[src/rtl/nas_vid_rx.sv]
// Composite-sync video capture: classifies sync pulses, tracks the frame and packs
// sampled dots into bytes. Define NAS_VID_RX_ERRCNT_EN to enable the sync error counter.
module nas_vid_rx #(
   parameter int H_START   = 200,
   parameter int V_START   = 16,
   parameter int DOTS      = 384,
   parameter int LINES     = 256,
   parameter int HSYNC_MIN = 32,
   parameter int HSYNC_MAX = 96,
   parameter int VSYNC_MIN = 1024
) (
   input  logic        clk,
   input  logic        rst_n,
   input  logic        vid_sync,
   input  logic        vid_data,
   output logic        px_we,
   output logic [13:0] px_addr,
   output logic [7:0]  px_data,
   output logic        frame_done,
   output logic        locked,
   output logic [7:0]  err_cnt
);
   localparam int WW = $clog2(VSYNC_MIN + 1);
   localparam int HW = $clog2(H_START + 1);
   localparam int VW = $clog2(V_START + 1);
   localparam int DW = $clog2(DOTS);
   localparam int LW = $clog2(LINES + 1);
   localparam logic [WW-1:0] W_VMIN = WW'(VSYNC_MIN);
   localparam logic [WW-1:0] W_HMIN = WW'(HSYNC_MIN);
   localparam logic [WW-1:0] W_HMAX = WW'(HSYNC_MAX);
   localparam logic [HW-1:0] H_LAST = HW'(H_START - 2);
   localparam logic [VW-1:0] V_LAST = VW'(V_START - 1);
   localparam logic [DW-1:0] D_LAST = DW'(DOTS - 1);
   localparam logic [LW-1:0] L_LAST = LW'(LINES - 1);
   localparam logic [13:0]   BPL    = 14'(DOTS / 8);

   typedef enum logic [2:0] {IDLE, VPORCH, HWAIT, HPORCH, CAPT} state_t;

   state_t          state_q, state_d;
   logic [1:0]      sync_q, data_q;
   logic            sync_s, data_s, sync_prev_q;
   logic            armed_q, armed_d;
   logic [WW-1:0]   wcnt_q, wcnt_d;
   logic            rise, is_v, is_h, is_g;
   logic [VW-1:0]   vcnt_q, vcnt_d;
   logic [HW-1:0]   hcnt_q, hcnt_d;
   logic            phase_q, phase_d;
   logic [DW-1:0]   dcnt_q, dcnt_d;
   logic [6:0]      sh_q, sh_d;
   logic [LW-1:0]   line_q, line_d;
   logic [13:0]     base_q, base_d, addr_q, addr_d;
   logic [7:0]      pxd_q, pxd_d;
   logic            we_q, we_d, fd_q, fd_d, locked_q, locked_d;
   logic            trunc, abort, do_sample, do_write, line_end, last_line, next_line;

   assign sync_s = sync_q[1];
   assign data_s = data_q[1];

   // A pulse only counts once a genuine falling edge has been seen, so the
   // synchroniser filling up after reset is never mistaken for a sync pulse.
   always_comb begin
      armed_d = armed_q;
      wcnt_d  = '0;
      if (sync_s)           armed_d = 1'b0;
      else if (sync_prev_q) armed_d = 1'b1;
      if (!sync_s) wcnt_d = (wcnt_q == W_VMIN) ? wcnt_q : wcnt_q + 1'b1;
   end

   always_comb begin
      rise = sync_s && !sync_prev_q && armed_q;
      is_v = rise && (wcnt_q >= W_VMIN);
      is_h = rise && !is_v && (wcnt_q >= W_HMIN) && (wcnt_q <= W_HMAX);
      is_g = rise && !is_v && !is_h;
   end

   always_ff @(posedge clk or negedge rst_n) begin
      if (!rst_n) state_q <= IDLE;
      else        state_q <= state_d;
   end

   always_comb begin
      state_d = state_q;
      if (is_v) state_d = VPORCH;
      else begin
         unique case (state_q)
            VPORCH:  if (is_h && vcnt_q == V_LAST) state_d = HWAIT;
            HWAIT:   if (is_h) state_d = HPORCH;
            HPORCH:  if (hcnt_q == H_LAST) state_d = CAPT;
            CAPT: begin
               if (trunc)         state_d = last_line ? IDLE : HPORCH;
               else if (line_end) state_d = last_line ? IDLE : HWAIT;
            end
            default: ;
         endcase
      end
   end

   always_comb begin
      trunc     = is_h && (state_q == CAPT);
      abort     = is_v && (state_q != IDLE);
      do_sample = (state_q == CAPT) && !phase_q && !is_v && !is_h;
      do_write  = do_sample && (dcnt_q[2:0] == 3'd7);
      line_end  = do_sample && (dcnt_q == D_LAST);
      last_line = (line_q == L_LAST);
      next_line = trunc || line_end;
   end

   always_comb begin
      vcnt_d   = vcnt_q;
      hcnt_d   = '0;
      phase_d  = 1'b0;
      dcnt_d   = dcnt_q;
      sh_d     = sh_q;
      line_d   = line_q;
      base_d   = base_q;
      addr_d   = addr_q;
      pxd_d    = pxd_q;
      we_d     = 1'b0;
      fd_d     = 1'b0;
      locked_d = locked_q | is_v;
      if (state_q == VPORCH && is_h) vcnt_d = vcnt_q + 1'b1;
      if (state_q == HPORCH)         hcnt_d = hcnt_q + 1'b1;
      if (state_q == CAPT)           phase_d = ~phase_q;
      if (do_sample) begin
         sh_d   = {sh_q[5:0], data_s};
         dcnt_d = dcnt_q + 1'b1;
      end
      if (do_write) begin
         we_d   = 1'b1;
         pxd_d  = {sh_q, data_s};
         addr_d = base_q + 14'(dcnt_q >> 3);
         fd_d   = line_end && last_line;
      end
      // Truncated lines still advance the line base so addresses stay line-aligned.
      if (next_line) begin
         line_d = line_q + 1'b1;
         base_d = base_q + BPL;
         dcnt_d = '0;
      end
      if (is_v) begin
         vcnt_d = '0;
         line_d = '0;
         base_d = '0;
         dcnt_d = '0;
      end
   end

   always_ff @(posedge clk or negedge rst_n) begin
      if (!rst_n) begin
         sync_q      <= '0;
         data_q      <= '0;
         sync_prev_q <= 1'b0;
         armed_q     <= 1'b0;
         wcnt_q      <= '0;
         vcnt_q      <= '0;
         hcnt_q      <= '0;
         phase_q     <= 1'b0;
         dcnt_q      <= '0;
         sh_q        <= '0;
         line_q      <= '0;
         base_q      <= '0;
         addr_q      <= '0;
         pxd_q       <= '0;
         we_q        <= 1'b0;
         fd_q        <= 1'b0;
         locked_q    <= 1'b0;
      end else begin
         sync_q      <= {sync_q[0], vid_sync};
         data_q      <= {data_q[0], vid_data};
         sync_prev_q <= sync_s;
         armed_q     <= armed_d;
         wcnt_q      <= wcnt_d;
         vcnt_q      <= vcnt_d;
         hcnt_q      <= hcnt_d;
         phase_q     <= phase_d;
         dcnt_q      <= dcnt_d;
         sh_q        <= sh_d;
         line_q      <= line_d;
         base_q      <= base_d;
         addr_q      <= addr_d;
         pxd_q       <= pxd_d;
         we_q        <= we_d;
         fd_q        <= fd_d;
         locked_q    <= locked_d;
      end
   end

`ifdef NAS_VID_RX_ERRCNT_EN
   logic [7:0] err_q, err_d;

   always_comb begin
      err_d = err_q;
      if ((is_g || abort || trunc) && err_q != 8'hFF) err_d = err_q + 8'd1;
   end

   always_ff @(posedge clk or negedge rst_n) begin
      if (!rst_n) err_q <= '0;
      else        err_q <= err_d;
   end

   assign err_cnt = err_q;
`else
   logic unused_err;
   assign unused_err = is_g | abort;
   assign err_cnt    = 8'h00;
`endif

   assign px_we      = we_q;
   assign px_addr    = addr_q;
   assign px_data    = pxd_q;
   assign frame_done = fd_q;
   assign locked     = locked_q;
endmodule

[config.mk]
export PLATFORM = sky130hd
export DESIGN_NAME = nas_vid_rx
export DESIGN_NICKNAME = d
export VERILOG_FILES = /design/src/rtl/nas_vid_rx.sv
export SDC_FILE = /design/constraint.sdc
export NUM_CORES = 1
export LEC_CHECK = 0
export BUFFER_PORTS_ARGS = -buffer_cell sky130_fd_sc_hd__buf_2
export CAP_MARGIN = 20
export CORE_MARGIN = 2
export CORE_UTILIZATION = 62
export CTS_BUF_LIST = sky130_fd_sc_hd__clkbuf_4
export DETAILED_ROUTE_END_ITERATION = 8
export GPL_ROUTABILITY_DRIVEN = 0
export PLACE_DENSITY = 0.78
export RECOVER_POWER = 25
export SLEW_MARGIN = 10
export SYNTH_ARGS = -nofsm -noshare
export SYNTH_HDL_FRONTEND = slang
export SYNTH_SLANG_ARGS = --single-unit
[constraint.sdc]
create_clock -name clk -period 2.9 [get_ports clk]
set_input_delay 0.58 -clock clk [delete_from_list [all_inputs] [get_ports clk]]
set_output_delay 0.58 -clock clk [all_outputs]
set_load 0.05 [all_outputs]
==> out/qor.yml <==
status: "finished with violations"
violations: "max-capacitance violations, max-slew violations"
antenna_found_initial: 0
via_per_inst: 5.77
cts_tree: "built"
crit_path_max_fanout: 10
grt_first_pass_wirelength_mm: 14.5
drive_gt1_frac: 0.176
ys_async_sr_fraction: 1.00
worstHoldPathType: "input pin to register"
ir_drop_mv: 0.365
routed_wl_mm: 8.20
die_h_um: 89.9
drt_iter0_markers: 153
tns_ns: 0
synth_flop_cell: "dfrtp_1"
timing.final.crit_share: 0.947
overflow: 0
setup-violations-final: 0
ys_seq_elements: 94
netlist_area_sq_um: 4580
routed.top_layer: "met4"
die_area_sq_um: 8090
p_per_area_nw_per_um2: 423
clkLatencyLatePin_ns: 0.46
rows: 31
routed-wl-met3_um: 307
met1Wirelength_mm: 3.78
grt_use_total: 0.218
core_area_sq_um: 7210
cp-start-kind: "register"
netlist_top_cells_area: "dfrtp_1 (51%), mux2_2 (3.9%), xor2_1 (3.8%)"
final.setup.worst_slack_ns: 0.154
rsz0062_at_grt: "no"
fin_crit_ns: 2.75
cts_buffers: 9
cp-end-kind: "register"
maxCapViolations: 1
cts_root_buf: "clkbuf_4"
relSlewSlack: -0.544
drc: 0
cts.path.max_buffers: 2
n_antenna_cell: 0
synth_top_area_frac: 0.514
ant_nets: 0
yosys_warnings: 0
power.leakage_nw: 2.45
syn_area_per_cell_sq_um: 10.9
io_pins: 37
clk_pin_slew_worst_paths_ns: 0.17
start_util: 0.635
max_freq_ghz: 0.364
port_buffers: 28
hold_viol: 0
layout_commonest_cell: "dfrtp_1"
netlist_instances: 420
pre_cts_ws_ns: 0.188
clock_sinks: 94
yosysTopAreaCell: "dfrtp_1"
die_width_um: 89.9
dr_wl_met2_mm: 4.01
timing_worst_setup_path_type: "register to register"
wl_per_cell_um: 14.7
grt_max_degree: 53
cts_max_level: 3
most-common-layout-cells: "dfrtp_1 (94), nor2_1 (39), buf_2 (27)"
final_nets: 472
drv_slew: 43
required_ns: 3.25
hold_buffers: 0
synth_cell_types: 56
worst_pin_slew_ns: 2.32
clock_skew_ns: 0.0210
synth_edf_count: 0
hpwl_mm: 5.73
dr.pass1.iters: 4
syn_to_final_growth_pct: 8.77
ys_seq_area_frac: 0.514
vias: 3225
cts_post_setup_buffers_inserted: 0
holdWs_ns: 0.210
critical_path_arrival_ns: 3.10
grt_pass1_vias: 3165
## power breakdown
group,switching [mW],internal (mW)
Clock,0.497,0.207
Combinational,0.0588,0.0151
Sequential,0.00920,1.32
Total,0.565,1.54
## metrics by stage
| stage | std cells | power (mW) | utilization | cell area, sq um |
|---|---|---|---|---|
| floorplan | 427 | 1.40 | - | 4610 |
| global placement | 543 | 1.43 | 0.671 | 4840 |
| detailed placement | 543 | 1.43 | 0.671 | 4840 |
| CTS | 559 | 2.13 | 0.690 | 4980 |
| global route | 559 | 2.21 | 0.690 | 4980 |
| finish | 559 | 2.11 | 0.690 | 4980 |
## routing by layer
metal / GRT usage / up-vias
met2: 0.359 / 64
met1: 0.291 / 1573
li1: - / 1575
met5: 0 / -
met4: 0.0718 / 0
met3: 0.0486 / 13
## state kept, by name, summed over array words and instances (netlist names), 7 cells and up
register / count
px_addr: 14
sh_q: 7
px_data: 8
hcnt_q: 8
base_q: 10
dcnt_q: 9
line_q: 9
wcnt_q: 11
## path summary, 6_finish.rpt
kind	slack, ns	start	endpoint	cells after the start
setup / recovery	0.15	wcnt_q[0]	state_q[0]	8
hold / removal	0.21	vid_data	data_q[0]	1
setup reg to reg	0.15	wcnt_q[0]	state_q[0]	8
hold reg to reg	0.37	sync_q[0]	sync_q[1]	0
max in group asynchronous	0.79	rst_n	wcnt_q[10]	1
min in group asynchronous	0.78	rst_n	hcnt_q[1]	1
## logic make-up after synthesis
| kind of cell | synth area share |
|---|---|
| and+or+nand+nor | 0.169 |
| DFF | 0.514 |
| AOI/OAI and AO/OA | 0.0937 |
| buffers and inverters | 0.0426 |
| muxes | 0.0869 |
| xor gates and xnor gates | 0.0574 |
| adders and majority gates | 0.0355 |
| other | 0.000819 |
## cell usage after synthesis, types with 2 or more instances
library cell	number
nand4b_1	2
a211oi_1	2
nand3b_1	5
o2111ai_1	2
clkbuf_1	8
nand3_1	22
o211ai_1	4
o41ai_1	2
xor2_1	20
and2_1	4
or4_1	6
nand2_1	17
nor2_1	39
and3_1	10
inv_1	15
mux2_1	14
or3_1	9
o21a_1	3
o21ai_0	14
ha_1	13
a31oi_1	2
mux2_2	16
buf_4	10
dfrtp_1	94
nand4_1	7
nor4_1	4
buf_2	3
nor3_1	6
a21oi_1	19
mux2i_1	6
o31ai_1	5
nand2b_1	4
xnor2_1	10
## critical path, cell delays in order, from the launching register on
cell and delay, ns:
dfrtp_1 0.48, inv_1 0.10, ha_1 0.13, or4b_4 0.49, a2111oi_4 0.43, buf_4 0.24, a2111oi_1 0.07, a211oi_2 0.34
mux2_1 0.36
## final cells by class
class | instances | area (sq um)
Timing Repair Buffer | 40 | 241
Sequential cell | 94 | 2350
Clock inverter | 7 | 73.8
Tap cell | 99 | 124
Multi-Input combinational cell | 294 | 2060
Inverter | 16 | 60.1
Fill cell | 540 | 2230
Clock buffer | 9 | 67.6
## what timing repair did
| action | CTS | global route |
|---|---|---|
| endpoints found under the hold margin | 0 | 0 |
| resized for setup | 0 | 1 |
| endpoints found under the setup margin | 0 | 2 |
(Power assumes the default switching activity.)
